===== config.mk =====
export PLATFORM = sky130hd
export DESIGN_NAME = maze_game_ctrl_flat
export DESIGN_NICKNAME = d
export VERILOG_FILES = /design/src/rtl/maze_game_ctrl_pkg.sv /design/src/rtl/maze_game_ctrl_if.sv /design/src/rtl/maze_game_ctrl_frame_tick_sync.sv /design/src/rtl/maze_game_ctrl.sv /design/src/flat_wrapper.sv
export SDC_FILE = /design/constraint.sdc
export NUM_CORES = 1
export LEC_CHECK = 0
export ABC_AREA = 1
export CAP_MARGIN = 20
export CORE_MARGIN = 3
export CORE_UTILIZATION = 25
export DETAILED_ROUTE_END_ITERATION = 7
export PLACE_DENSITY_LB_ADDON = 0.08
export SLEW_MARGIN = 30
export SYNTH_ARGS = -nofsm -noshare
export SYNTH_HDL_FRONTEND = slang
export SYNTH_SLANG_ARGS = --single-unit
export TNS_END_PERCENT = 50

===== constraint.sdc =====
create_clock -name Clk -period 3.5 [get_ports Clk]
set_clock_uncertainty 0.15 [all_clocks]
set_input_delay 0.7 -clock Clk [delete_from_list [all_inputs] [get_ports Clk]]
set_output_delay 0.7 -clock Clk [all_outputs]
set_load 0.01 [all_outputs]

===== src/rtl/maze_game_ctrl_pkg.sv =====
// Shared types and constants for the maze game-flow controller.
package maze_pkg;

    typedef enum logic [1:0] {
        ST_IDLE = 2'd0,
        ST_PLAY = 2'd1,
        ST_WIN  = 2'd2,
        ST_LOSE = 2'd3
    } game_state_e;

    localparam logic [7:0] KEY_A     = 8'h04;
    localparam logic [7:0] KEY_D     = 8'h07;
    localparam logic [7:0] KEY_S     = 8'h16;
    localparam logic [7:0] KEY_W     = 8'h1A;
    localparam logic [7:0] KEY_SPACE = 8'h2C;
    localparam logic [7:0] KEY_P     = 8'h13;

    localparam int         DEF_FRAMES_PER_SEC = 60;
    localparam logic [7:0] DEF_TIME_LIMIT     = 8'd90;

    function automatic logic is_move_key(input logic [7:0] k);
        return (k == KEY_A) || (k == KEY_D) || (k == KEY_S) || (k == KEY_W);
    endfunction

endpackage


===== src/rtl/maze_game_ctrl_if.sv =====
// Signal bundle between the game controller and keyboard/ball/HUD side.
interface maze_game_ctrl_if;
    logic       frame_clk;
    logic [7:0] keycode;
    logic [9:0] BallX;
    logic [9:0] BallY;
    logic [7:0] keycode_out;
    logic       ball_reset;
    logic       ended;
    logic [7:0] time_left;
    logic       won;
    logic       lost;
    logic [1:0] state;

    modport master (
        input  frame_clk, keycode, BallX, BallY,
        output keycode_out, ball_reset, ended, time_left, won, lost, state
    );

    modport slave (
        output frame_clk, keycode, BallX, BallY,
        input  keycode_out, ball_reset, ended, time_left, won, lost, state
    );
endinterface


===== src/rtl/maze_game_ctrl_frame_tick_sync.sv =====
// Brings the VSync-rate frame_clk into the Clk domain as a one-cycle tick.
module frame_tick_sync (
    input  logic Clk,
    input  logic Reset,
    input  logic frame_clk,
    output logic tick
);
    logic sync1, sync2, sync3;

    always_ff @(posedge Clk) begin
        if (Reset) begin
            sync1 <= 1'b0;
            sync2 <= 1'b0;
            sync3 <= 1'b0;
            tick  <= 1'b0;
        end else begin
            sync1 <= frame_clk;
            sync2 <= sync1;
            sync3 <= sync2;
            tick  <= sync2 & ~sync3;
        end
    end
endmodule


===== src/rtl/maze_game_ctrl.sv =====
// Round sequencer for the VGA maze: key gating, countdown, pickup/exit outcome.
// Optional feature: define MAZE_PAUSE_EN to add a 'P'-toggled pause inside PLAY.
module maze_game_ctrl
    import maze_pkg::*;
#(
    parameter int         FRAMES_PER_SEC = DEF_FRAMES_PER_SEC,
    parameter logic [7:0] TIME_LIMIT     = DEF_TIME_LIMIT,
    parameter logic [9:0] PICK_X1        = 10'd600,
    parameter logic [9:0] PICK_X2        = 10'd630,
    parameter logic [9:0] PICK_Y1        = 10'd440,
    parameter logic [9:0] PICK_Y2        = 10'd470,
    parameter logic [9:0] EXIT_Y         = 10'd8
) (
    input logic            Clk,
    input logic            Reset,
    maze_game_ctrl_if.master bus
);
    localparam int FCW = (FRAMES_PER_SEC > 1) ? $clog2(FRAMES_PER_SEC) : 1;

    logic tick;

    frame_tick_sync u_frame_tick_sync (
        .Clk       (Clk),
        .Reset     (Reset),
        .frame_clk (bus.frame_clk),
        .tick      (tick)
    );

    game_state_e    state_q, state_d;
    logic [7:0]     kc_q;
    logic [FCW-1:0] frame_cnt_q, frame_cnt_d;
    logic [7:0]     time_left_q, time_left_d;
    logic           ended_q, ended_d;
    logic           ball_reset_q, ball_reset_d;
    logic [7:0]     kc_out_q, kc_out_d;
    logic           won_q, won_d, lost_q, lost_d;
    logic           start_press, in_pick;
    logic           paused_q;

`ifdef MAZE_PAUSE_EN
    logic paused_d, p_press;
    assign p_press = (bus.keycode == KEY_P) && (kc_q != KEY_P);
`else
    assign paused_q = 1'b0;
`endif

    assign start_press = (bus.keycode == KEY_SPACE) && (kc_q != KEY_SPACE);
    assign in_pick     = (bus.BallX >= PICK_X1) && (bus.BallX <= PICK_X2) &&
                         (bus.BallY >= PICK_Y1) && (bus.BallY <= PICK_Y2);

    // Output flags are registered from the current state, so they trail
    // the state register by one Clk and ball_reset/forwarding switch together.
    always_comb begin
        state_d      = state_q;
        frame_cnt_d  = frame_cnt_q;
        time_left_d  = time_left_q;
        ended_d      = ended_q;
        ball_reset_d = (state_q == ST_IDLE);
        kc_out_d     = '0;
        won_d        = (state_q == ST_WIN);
        lost_d       = (state_q == ST_LOSE);
`ifdef MAZE_PAUSE_EN
        paused_d     = paused_q;
`endif
        unique case (state_q)
            ST_IDLE: begin
                frame_cnt_d = '0;
                time_left_d = TIME_LIMIT;
                ended_d     = 1'b0;
`ifdef MAZE_PAUSE_EN
                paused_d    = 1'b0;
`endif
                if (start_press) state_d = ST_PLAY;
            end
            ST_PLAY: begin
`ifdef MAZE_PAUSE_EN
                if (p_press) paused_d = ~paused_q;
`endif
                if (!paused_q) begin
                    if (is_move_key(bus.keycode)) kc_out_d = bus.keycode;
                    if (in_pick) ended_d = 1'b1;
                    if (tick) begin
                        if (frame_cnt_q == FCW'(FRAMES_PER_SEC - 1)) begin
                            frame_cnt_d = '0;
                            if (time_left_q != '0) time_left_d = time_left_q - 8'd1;
                        end else begin
                            frame_cnt_d = frame_cnt_q + FCW'(1);
                        end
                    end
                    if (ended_q && (bus.BallY < EXIT_Y)) state_d = ST_WIN;
                    else if (time_left_q == '0)          state_d = ST_LOSE;
                end
            end
            ST_WIN, ST_LOSE: begin
                if (start_press) state_d = ST_IDLE;
            end
            default: state_d = ST_IDLE;
        endcase
    end

    always_ff @(posedge Clk) begin
        if (Reset) begin
            state_q      <= ST_IDLE;
            kc_q         <= '0;
            frame_cnt_q  <= '0;
            time_left_q  <= TIME_LIMIT;
            ended_q      <= 1'b0;
            ball_reset_q <= 1'b1;
            kc_out_q     <= '0;
            won_q        <= 1'b0;
            lost_q       <= 1'b0;
        end else begin
            state_q      <= state_d;
            kc_q         <= bus.keycode;
            frame_cnt_q  <= frame_cnt_d;
            time_left_q  <= time_left_d;
            ended_q      <= ended_d;
            ball_reset_q <= ball_reset_d;
            kc_out_q     <= kc_out_d;
            won_q        <= won_d;
            lost_q       <= lost_d;
        end
    end

`ifdef MAZE_PAUSE_EN
    always_ff @(posedge Clk) begin
        if (Reset) paused_q <= 1'b0;
        else       paused_q <= paused_d;
    end
`endif

    assign bus.state       = state_q;
    assign bus.keycode_out = kc_out_q;
    assign bus.ball_reset  = ball_reset_q;
    assign bus.ended       = ended_q;
    assign bus.time_left   = time_left_q;
    assign bus.won         = won_q;
    assign bus.lost        = lost_q;

endmodule


===== src/flat_wrapper.sv =====
// flat-port wrapper written by rule: the top's interface ports become plain ports
module maze_game_ctrl_flat import maze_pkg::*;
#(
    parameter int         FRAMES_PER_SEC = DEF_FRAMES_PER_SEC,
    parameter logic [7:0] TIME_LIMIT     = DEF_TIME_LIMIT,
    parameter logic [9:0] PICK_X1        = 10'd600,
    parameter logic [9:0] PICK_X2        = 10'd630,
    parameter logic [9:0] PICK_Y1        = 10'd440,
    parameter logic [9:0] PICK_Y2        = 10'd470,
    parameter logic [9:0] EXIT_Y         = 10'd8
)
  (Clk, Reset, bus_frame_clk, bus_keycode, bus_BallX, bus_BallY, bus_keycode_out, bus_ball_reset, bus_ended, bus_time_left, bus_won, bus_lost, bus_state);
  maze_game_ctrl_if bus_i ();
  input logic Clk;
  input logic Reset;
  input wire logic [$bits(bus_i.frame_clk)-1:0] bus_frame_clk;
  input wire logic [$bits(bus_i.keycode)-1:0] bus_keycode;
  input wire logic [$bits(bus_i.BallX)-1:0] bus_BallX;
  input wire logic [$bits(bus_i.BallY)-1:0] bus_BallY;
  output wire logic [$bits(bus_i.keycode_out)-1:0] bus_keycode_out;
  output wire logic [$bits(bus_i.ball_reset)-1:0] bus_ball_reset;
  output wire logic [$bits(bus_i.ended)-1:0] bus_ended;
  output wire logic [$bits(bus_i.time_left)-1:0] bus_time_left;
  output wire logic [$bits(bus_i.won)-1:0] bus_won;
  output wire logic [$bits(bus_i.lost)-1:0] bus_lost;
  output wire logic [$bits(bus_i.state)-1:0] bus_state;
  assign bus_i.frame_clk = bus_frame_clk;
  assign bus_i.keycode = bus_keycode;
  assign bus_i.BallX = bus_BallX;
  assign bus_i.BallY = bus_BallY;
  assign bus_keycode_out = bus_i.keycode_out;
  assign bus_ball_reset = bus_i.ball_reset;
  assign bus_ended = bus_i.ended;
  assign bus_time_left = bus_i.time_left;
  assign bus_won = bus_i.won;
  assign bus_lost = bus_i.lost;
  assign bus_state = bus_i.state;
  maze_game_ctrl #(.FRAMES_PER_SEC(FRAMES_PER_SEC), .TIME_LIMIT(TIME_LIMIT), .PICK_X1(PICK_X1), .PICK_X2(PICK_X2), .PICK_Y1(PICK_Y1), .PICK_Y2(PICK_Y2), .EXIT_Y(EXIT_Y)) u_core (.Clk(Clk), .Reset(Reset), .bus(bus_i));
endmodule

# Yosys cells after proc, flatten, opt, wreduce, memory -nomap -nowiden
# Cells that the tools add are included.
[totals] reg_bits=40 input_bits=31
[op_classes] addsub=2 order_cmp=5 eq_ne=17 muxes=14 n_bitwise=4 n_reduce_logical=18
[ops] cell="$mux 8" n=3
[ops] cell="$eq 8x3->1 const B" n=2
[ops] cell="$eq 8x5->1 const B" n=2
[ops] cell="$pmux 8 s2" n=1
[ops] cell="$mux 6" n=2
[ops] cell="$pmux 6 s2" n=1
[ops] cell="$ge 10x10->1 const B" n=1
[ops] cell="$ge 10x9->1 const B" n=1
[ops] cell="$le 10x10->1 const B" n=1
[ops] cell="$le 10x9->1 const B" n=1
[ops] cell="$lt 10x4->1 const B" n=1
[ops] cell="$eq 8x6->1 const B" n=1
[ops] cell="$logic_not 8->1" n=1
[ops] cell="$mux 2" n=4
[ops] cell="$ne 2x1->1 const B" n=4
[ops] cell="$ne 8x6->1 const B" n=1
[ops] cell="$reduce_bool 8->1" n=1
[ops] cell="$sub 8x1->8 const B" n=1
[ops] cell="$add 6x1->6 const B" n=1
[ops] cell="$eq 6x6->1 const B" n=1
[ops] cell="$pmux 2 s3" n=1
[ops] cell="$logic_and 1x1->1" n=5
[ops] cell="$eq 2x2->1 const B" n=2
[ops] cell="$ne 2x2->1 const B" n=2
[ops] cell="14 further kinds" n=19

# Depth between registers and ports, before layout
# Gate-level depths: netlist (run 1).
[logic_depth] word_depth=6 ltp_mapped=10 mapped_depth_nobuf=10

# Modules after synthesis
# A second synthesis (run 1) with hierarchy kept.
[hier_totals] hier_cells=257 hier_area_um2=1849.3
[by_module_without_submodules] mod="maze_game_ctrl" n_inst=1 cells_per_inst=245 area_per_inst_um2=1734.2
[by_module_without_submodules] mod="frame_tick_sync" n_inst=1 cells_per_inst=12 area_per_inst_um2=115.1

# Worst setup path before layout (run 1)
# Ideal clock, no wire load.
[synth_path] kind="input to register" from="input port Reset" to="register u_core.kc_out_q[0], in the netlist u_core.bus.keycode_out[0]" t_arrival_ns=1.376 path_slack_ns=1.908 path_stages=4 n_path_buf=1 path_cell_list="clkbuf_1 nor4_1 nand3_2 nor2_1"
[synth_between] elab_chain_cells=1
[synth_lines] item="start: declaration" line_no="flat_wrapper.sv:15" rtl="input logic Reset;"
[synth_lines] item="$reduce_or 3->1 (no source line)"
[synth_lines] item="end signal: assignment" line_no="maze_game_ctrl.sv:119" rtl="kc_out_q <= kc_out_d;"
[synth_lines] item="end: declaration" line_no="maze_game_ctrl.sv:35" rtl="logic [7:0] kc_out_q, kc_out_d;"
# No other way between the ends.
# A chain may end at the register's enable or synchronous reset.

# Final worst setup path (run 1)
[layout_path] from="register u_core.state_q[1], in the netlist u_core.bus.state[1]" to="output port bus_state[1]"
[layout_lines] item="start: declaration" line_no="maze_game_ctrl.sv:29" rtl="game_state_e state_q, state_d;"
[layout_lines] item="start signal: assignment" line_no="maze_game_ctrl.sv:113" rtl="state_q <= state_d;"
[layout_lines] item="end: declaration" line_no="flat_wrapper.sv:26" rtl="output wire logic [$bits(bus_i.state)-1:0] bus_state;"
# No word-level cell between the ends.

==> results of run 1 <==
-- synthesized netlist by cell type (all sizes together) (2+ instances only) --
cell type,count,area share [%]
a21oi,13,3.6
nor3,2,0.56
clkbuf,3,0.63
xor2,3,1.5
dfxtp,40,44
nand2,51,11
nand3b,3,1.3
inv,34,7.2
nand4,6,2.1
nor2,53,12
o21ai,9,2.7
ha,3,2.1
nand3,20,6.8
a31o,2,0.97
a211oi,3,1.5
-- kinds of logic after synthesis --
logic type               count (synthesis)
AO/OA/AOI/OAI                           28
XOR/XNOR                                 4
adder cells (fa/ha/maj)                  3
buffers and inverters                   38
flip-flops                              40
other                                    1
AND/OR/NAND/NOR                        136
-- where the power goes --
group	internal, mW	total, mW	switching [mW]
clock	0.160	0.317	0.157
sequential	0.478	0.496	0.0182
combinational	0.102	0.221	0.119
-- flip-flops by register name, summed over array words and instances (netlist names), 2 cells and up --
name                    cells
u_core.bus.time_left        8
u_core.frame_cnt_q          6
u_core.kc_q                 8
u_core.bus.state            2
u_core.bus.keycode_out      8
-- stage by stage --
stage	worst slack [ns]	util [%]	hold WS, ns
2_1_floorplan	1.91	-	0.223
3_3_place_gp	1.29	35.3	0.237
3_5_place_dp	1.27	35.3	0.234
4_1_cts	1.25	36.7	0.253
5_1_grt	1.21	36.7	0.272
6_report	1.28	36.7	0.251
-- metal layers --
metal  global-route usage, %  routed length, um
met1                    12.7               2000
met2                    18.3               1990
met3                    3.75                318
met4                    4.77                 72
met5                       0                  0
-- worst min-delay path by stage --
stage                     slack [ns]                              to                           start  cells past startpoint
after floorplan                 0.22   u_core.u_frame_tick_sync.tick  u_core.u_frame_tick_sync.sync3                      1
after global placement          0.24   u_core.u_frame_tick_sync.tick  u_core.u_frame_tick_sync.sync3                      1
after detailed placement        0.23   u_core.u_frame_tick_sync.tick  u_core.u_frame_tick_sync.sync3                      1
after CTS                       0.25  u_core.u_frame_tick_sync.sync2  u_core.u_frame_tick_sync.sync1                      2
after global routing            0.27   u_core.u_frame_tick_sync.tick  u_core.u_frame_tick_sync.sync3                      1
final                           0.25  u_core.u_frame_tick_sync.sync2  u_core.u_frame_tick_sync.sync1                      2
-- cell usage in the layout (no fill, tap or decap) --
cell type / n
nor2_2: 2
a211oi_1: 2
nor3_1: 2
clkinvlp_4: 1
clkdlybuf4s50_1: 52
inv_4: 1
a211oi_2: 1
ha_1: 3
nor2_4: 1
o211ai_1: 1
xor2_1: 3
o21ai_1: 2
nor2_1: 50
inv_2: 3
nand4_1: 6
xnor2_1: 1
a21oi_1: 13
dfxtp_1: 40
nand3_4: 1
nand2_1: 50
nand3_2: 2
nand3b_1: 3
a31o_2: 2
o21ai_0: 6
inv_1: 30
nor4_1: 1
nand3_1: 17
clkbuf_8: 6
o21ai_2: 1
conb_1: 3
buf_4: 2
nand2_2: 1
clkbuf_1: 1
-- area by class of cell --
cell class              instances  area [um2]  area share (%)
repair buffers                 54         536            21.1
inverters                      34         130            5.13
clock buffers                   7        86.3            3.41
flip-flops and latches         40         801            31.6
multi-input cells             174         855            33.7
clock inverters                 1        7.51           0.296
well taps                      96         120            4.74
==> run_results.csv, run 1 <==
group,metric,value,unit
synthesis,ys_warn_count,0,
placement,dp_hpwl,3410,um
floorplanning,io_pins,53,
placement,place.gp.congestion,0.810,
critical_path,cp_top_family,"buffers and inverters",
critical_path,endpoint,"bus_state[1]",
power,power.density,408,mW/mm2
clock_tree,cts_resized,0,
timing,fmax,450,MHz
floorplanning,die_h,90.9,um
finish,drive_gt1_share,7.74,%
critical_path,critPathArrivalTime,1.37,ns
synthesis,synth-xor-area-share,1.95,%
timing,period_needed,2.22,ns
power,leakage,1.05,nW
clock_tree,cts-root-buf,"clkbuf_8",
floorplanning,core_area,0.00691,mm2
critical_path,critPathSlowestCell,"clkdlybuf4s50_1",
clock_tree,htreeDepth,2,
synthesis,ys_seq_area_share,44.5,%
floorplanning,die_w,90.9,um
clock_tree,cts_buffers,5,
timing,final.period_utilization,63.5,%
finish,antennaDiodeCount,0,
worst_hold_path,hold_path_class,"flop to flop",
global_routing,grt_start_max_net_pins,15,
clock_tree,worstSkewPairLatency,0.29,ns
critical_path,reg2reg_depth,8,
synthesis,ys_ff_latch,40,
global_routing,grtUsageTotal,11.0,%
routing,drc,0,
synthesis,syn_inst,250,
timing,hold_viol,0,
floorplanning,start_util,26.1,%
synthesis,muxShareOfSynthArea,0,%
clock_tree,path_clk_slew,0.07,ns
critical_path,path_buf_inv,1,
critical_path,max_stage_delay,0.60,ns
clock_tree,cts.sinks,40,
critical_path,required,2.65,ns
critical_path,end_kind,"output pin",
synthesis,synth_top_flop_cell,"dfxtp_1",
finish,area_delta_synth_final,40.8,%
timing,slew_viol_final,0,
clock_tree,cts_tree,"yes",
global_routing,grt_pass1_vias,1641,
critical_path,worstPathMaxFanout,6,
critical_path,timing.rr.end,"u_core.bus.time_left[5]",
power,ir_drop,143,uV
timing,setup_viol_count_final,0,
critical_path,start_kind,"flop",
routing,postRouteWirelength,4380,um
power,power.total,1.03,mW
timing,tns,0,ns
routing,postRouteAntennaNets,0,
global_routing,antenna_found_initial,0,
critical_path,crit_path_cell_trace,"clkdlybuf4s50_1",
floorplanning,die_area,0.00826,mm2
routing,vias,1693,
placement,dpl_cell_area,0.00244,mm2
timing,rsz0062_at_grt,"no",
placement,port_buffers,52,
synthesis,synth_cell_types,30,
synthesis,yosys.area_share.simple,33.6,%
clock_tree,hold_buffers,0,
routing,drt_iter0_markers,37,
global_routing,overflow,0,
finish,nets,343,
clock_tree,max-clock-path-buffers,2,
synthesis,async_reset_ff_share,0,%
floorplanning,rows,30,
critical_path,path_class,"flop to output pin",
routing,detail_route.wl_per_cell,10.8,um
finish,fin_area,0.00253,mm2
synthesis,synth_enable_flop_cells,0,
critical_path,cp_num_cells,1,
run,max_cap_viol_count,0,
critical_path,rr_startpoint,"u_core.bus.state[0]",
synthesis,synth-adder-area-share,2.08,%
run_status,outcome,"complete, no violations",
global_routing,grt_pass1_wl,7330,um
clock_tree,postCtsSetupBuffers,0,
finish,fin_cells,406,
placement,placed_cells,398,
finish,fillers,776,
critical_path,r2r_slack,1.71,ns
synthesis,synth_area,0.00180,mm2
routing,firstDrtPassIters,4,
critical_path,critPathLaunch,"u_core.bus.state[1]",
routing,vias_per_cell,4.17,
synthesis,synth_top_family_by_area,"simple AND/OR/NAND/NOR gates",
synthesis,synth-compound-area-share,9.24,%
synthesis,syn-mean-instance-area,7.20,um2
Note: power is estimated with default switching activity, not from simulation.
==> run 2, diff against run 1 <==
Clock period 3.5 ns to 2.09 ns, I/O delays scaled along.
==> run_results.csv, run 2 (synthesis gave the netlist of run 1 again) <==
group,metric,value,unit
routing,drc,0,
routing,detail_route.wl_per_cell,10.7,um
critical_path,max_stage_delay,0.60,ns
critical_path,path_class,"flop to output pin",
critical_path,r2r_slack,0.37,ns
critical_path,critPathArrivalTime,1.37,ns
critical_path,cp_top_family,"buffers and inverters",
timing,rsz0062_at_grt,"no",
power,ir_drop,376,uV
power,power.density,679,mW/mm2
critical_path,reg2reg_depth,9,
timing,slew_viol_final,0,
clock_tree,worstSkewPairLatency,0.29,ns
finish,fillers,746,
clock_tree,path_clk_slew,0.08,ns
finish,nets,345,
power,leakage,1.05,nW
finish,drive_gt1_share,8.65,%
worst_hold_path,hp-start,"u_core.u_frame_tick_sync.sync3",
placement,port_buffers,52,
timing,hold_viol,0,
finish,antennaDiodeCount,0,
routing,postRouteWirelength,4350,um
worst_hold_path,holdPathEnd,"u_core.u_frame_tick_sync.tick",
routing,firstDrtPassIters,4,
global_routing,grtUsageTotal,11.1,%
critical_path,end_kind,"output pin",
floorplanning,die_h,90.9,um
finish,fin_area,0.00255,mm2
critical_path,crit_path_cell_trace,"clkdlybuf4s50_1",
run_status,outcome,"complete, no violations",
critical_path,required,1.52,ns
floorplanning,rows,30,
floorplanning,die_area,0.00826,mm2
timing,hold_slack,0.234,ns
critical_path,critPathSlowestCell,"clkdlybuf4s50_1",
floorplanning,die_w,90.9,um
clock_tree,cts_tree,"yes",
critical_path,critPathLaunch,"u_core.bus.state[1]",
global_routing,overflow,0,
worst_hold_path,hold_depth,1,
clock_tree,htreeDepth,2,
global_routing,grt_start_max_net_pins,15,
clock_tree,hold_buffers,0,
placement,place.gp.congestion,0.821,
power,power.total,1.73,mW
finish,fin_cells,408,
finish,area_delta_synth_final,41.6,%
routing,postRouteAntennaNets,0,
finish,final_cell_mix,"52 x clkdlybuf4s50_1, 50 x nand2_1, 50 x nor2_1",
timing,fmax,517,MHz
timing,period_needed,1.94,ns
run,max_cap_viol_count,0,
floorplanning,io_pins,53,
worst_hold_path,hold_path_class,"flop to flop",
critical_path,rr_startpoint,"u_core.bus.time_left[0]",
clock_tree,cts-root-buf,"clkbuf_8",
finish,layout_commonest_cell,"clkdlybuf4s50_1",
critical_path,path_buf_inv,1,
clock_tree,max-clock-path-buffers,2,
global_routing,grt_pass1_wl,7420,um
critical_path,worstPathMaxFanout,6,
routing,drt_iter0_markers,74,
clock_tree,cts_resized,0,
timing,final.period_utilization,92.6,%
placement,dp_hpwl,3400,um
clock_tree,cts_buffers,5,
global_routing,antenna_found_initial,0,
critical_path,timing.rr.end,"u_core.bus.time_left[3]",
timing,setup_viol_count_final,0,
placement,dpl_cell_area,0.00246,mm2
timing,tns,0,ns
routing,vias_per_cell,4.13,
clock_tree,cts.sinks,40,
routing,vias,1687,
floorplanning,core_area,0.00691,mm2
placement,placed_cells,400,
clock_tree,postCtsSetupBuffers,0,
global_routing,grt_pass1_vias,1568,
floorplanning,start_util,26.1,%
critical_path,start_kind,"flop",
==> run 2: power breakdown <==
group / leakage, nW / switching [mW] / internal [mW] / total (mW)
logic: 0.685 / 0.201 / 0.175 / 0.376
clock network: 0.0404 / 0.289 / 0.236 / 0.525
registers: 0.327 / 0.0294 / 0.801 / 0.830
==> run 2: stage by stage <==
stage	worst slack [ns]	util [%]
3_5_place_dp	0.110	35.6
4_1_cts	0.119	36.9
6_report	0.155	36.9
5_1_grt	0.0820	36.9
2_1_floorplan	0.579	-
3_3_place_gp	0.196	35.6
==> run 2: layer usage <==
| metal | wire (um) | up-vias | track usage, % |
|---|---|---|---|
| li1 | - | 907 | - |
| met1 | 2080 | 724 | 13.9 |
| met2 | 1860 | 50 | 17.3 |
| met3 | 342 | 6 | 3.92 |
| met4 | 61 | 0 | 4.27 |
| met5 | 0 | - | 0 |
==> run 2: layout make-up <==
type / instances / area (um2) / area share [%]
inverters: 34 / 130 / 5.11
well taps: 96 / 120 / 4.71
multi-input cells: 174 / 855 / 33.5
repair buffers: 56 / 551 / 21.6
clock inverters: 3 / 23.8 / 0.933
clock buffers: 5 / 68.8 / 2.70
flip-flops and latches: 40 / 801 / 31.4
==> run 2: worst max-delay path by stage <==
| stage | endpoint | cells past startpoint |
|---|---|---|
| 6_report | bus_state[1] | 1 |
| 5_1_grt | bus_state[1] | 1 |
| 4_1_cts | bus_state[1] | 1 |
| 3_5_place_dp | u_core.bus.keycode_out[1] | 4 |
| 3_3_place_gp | u_core.bus.keycode_out[1] | 4 |
| 2_1_floorplan | u_core.bus.time_left[3] | 9 |
==> run 3, diff against run 2 <==
Settings changed: HOLD_SLACK_MARGIN set to 0.12.
==> results of run 3 <==
The final DEF is identical to that of run 2; final timing and power are the same.
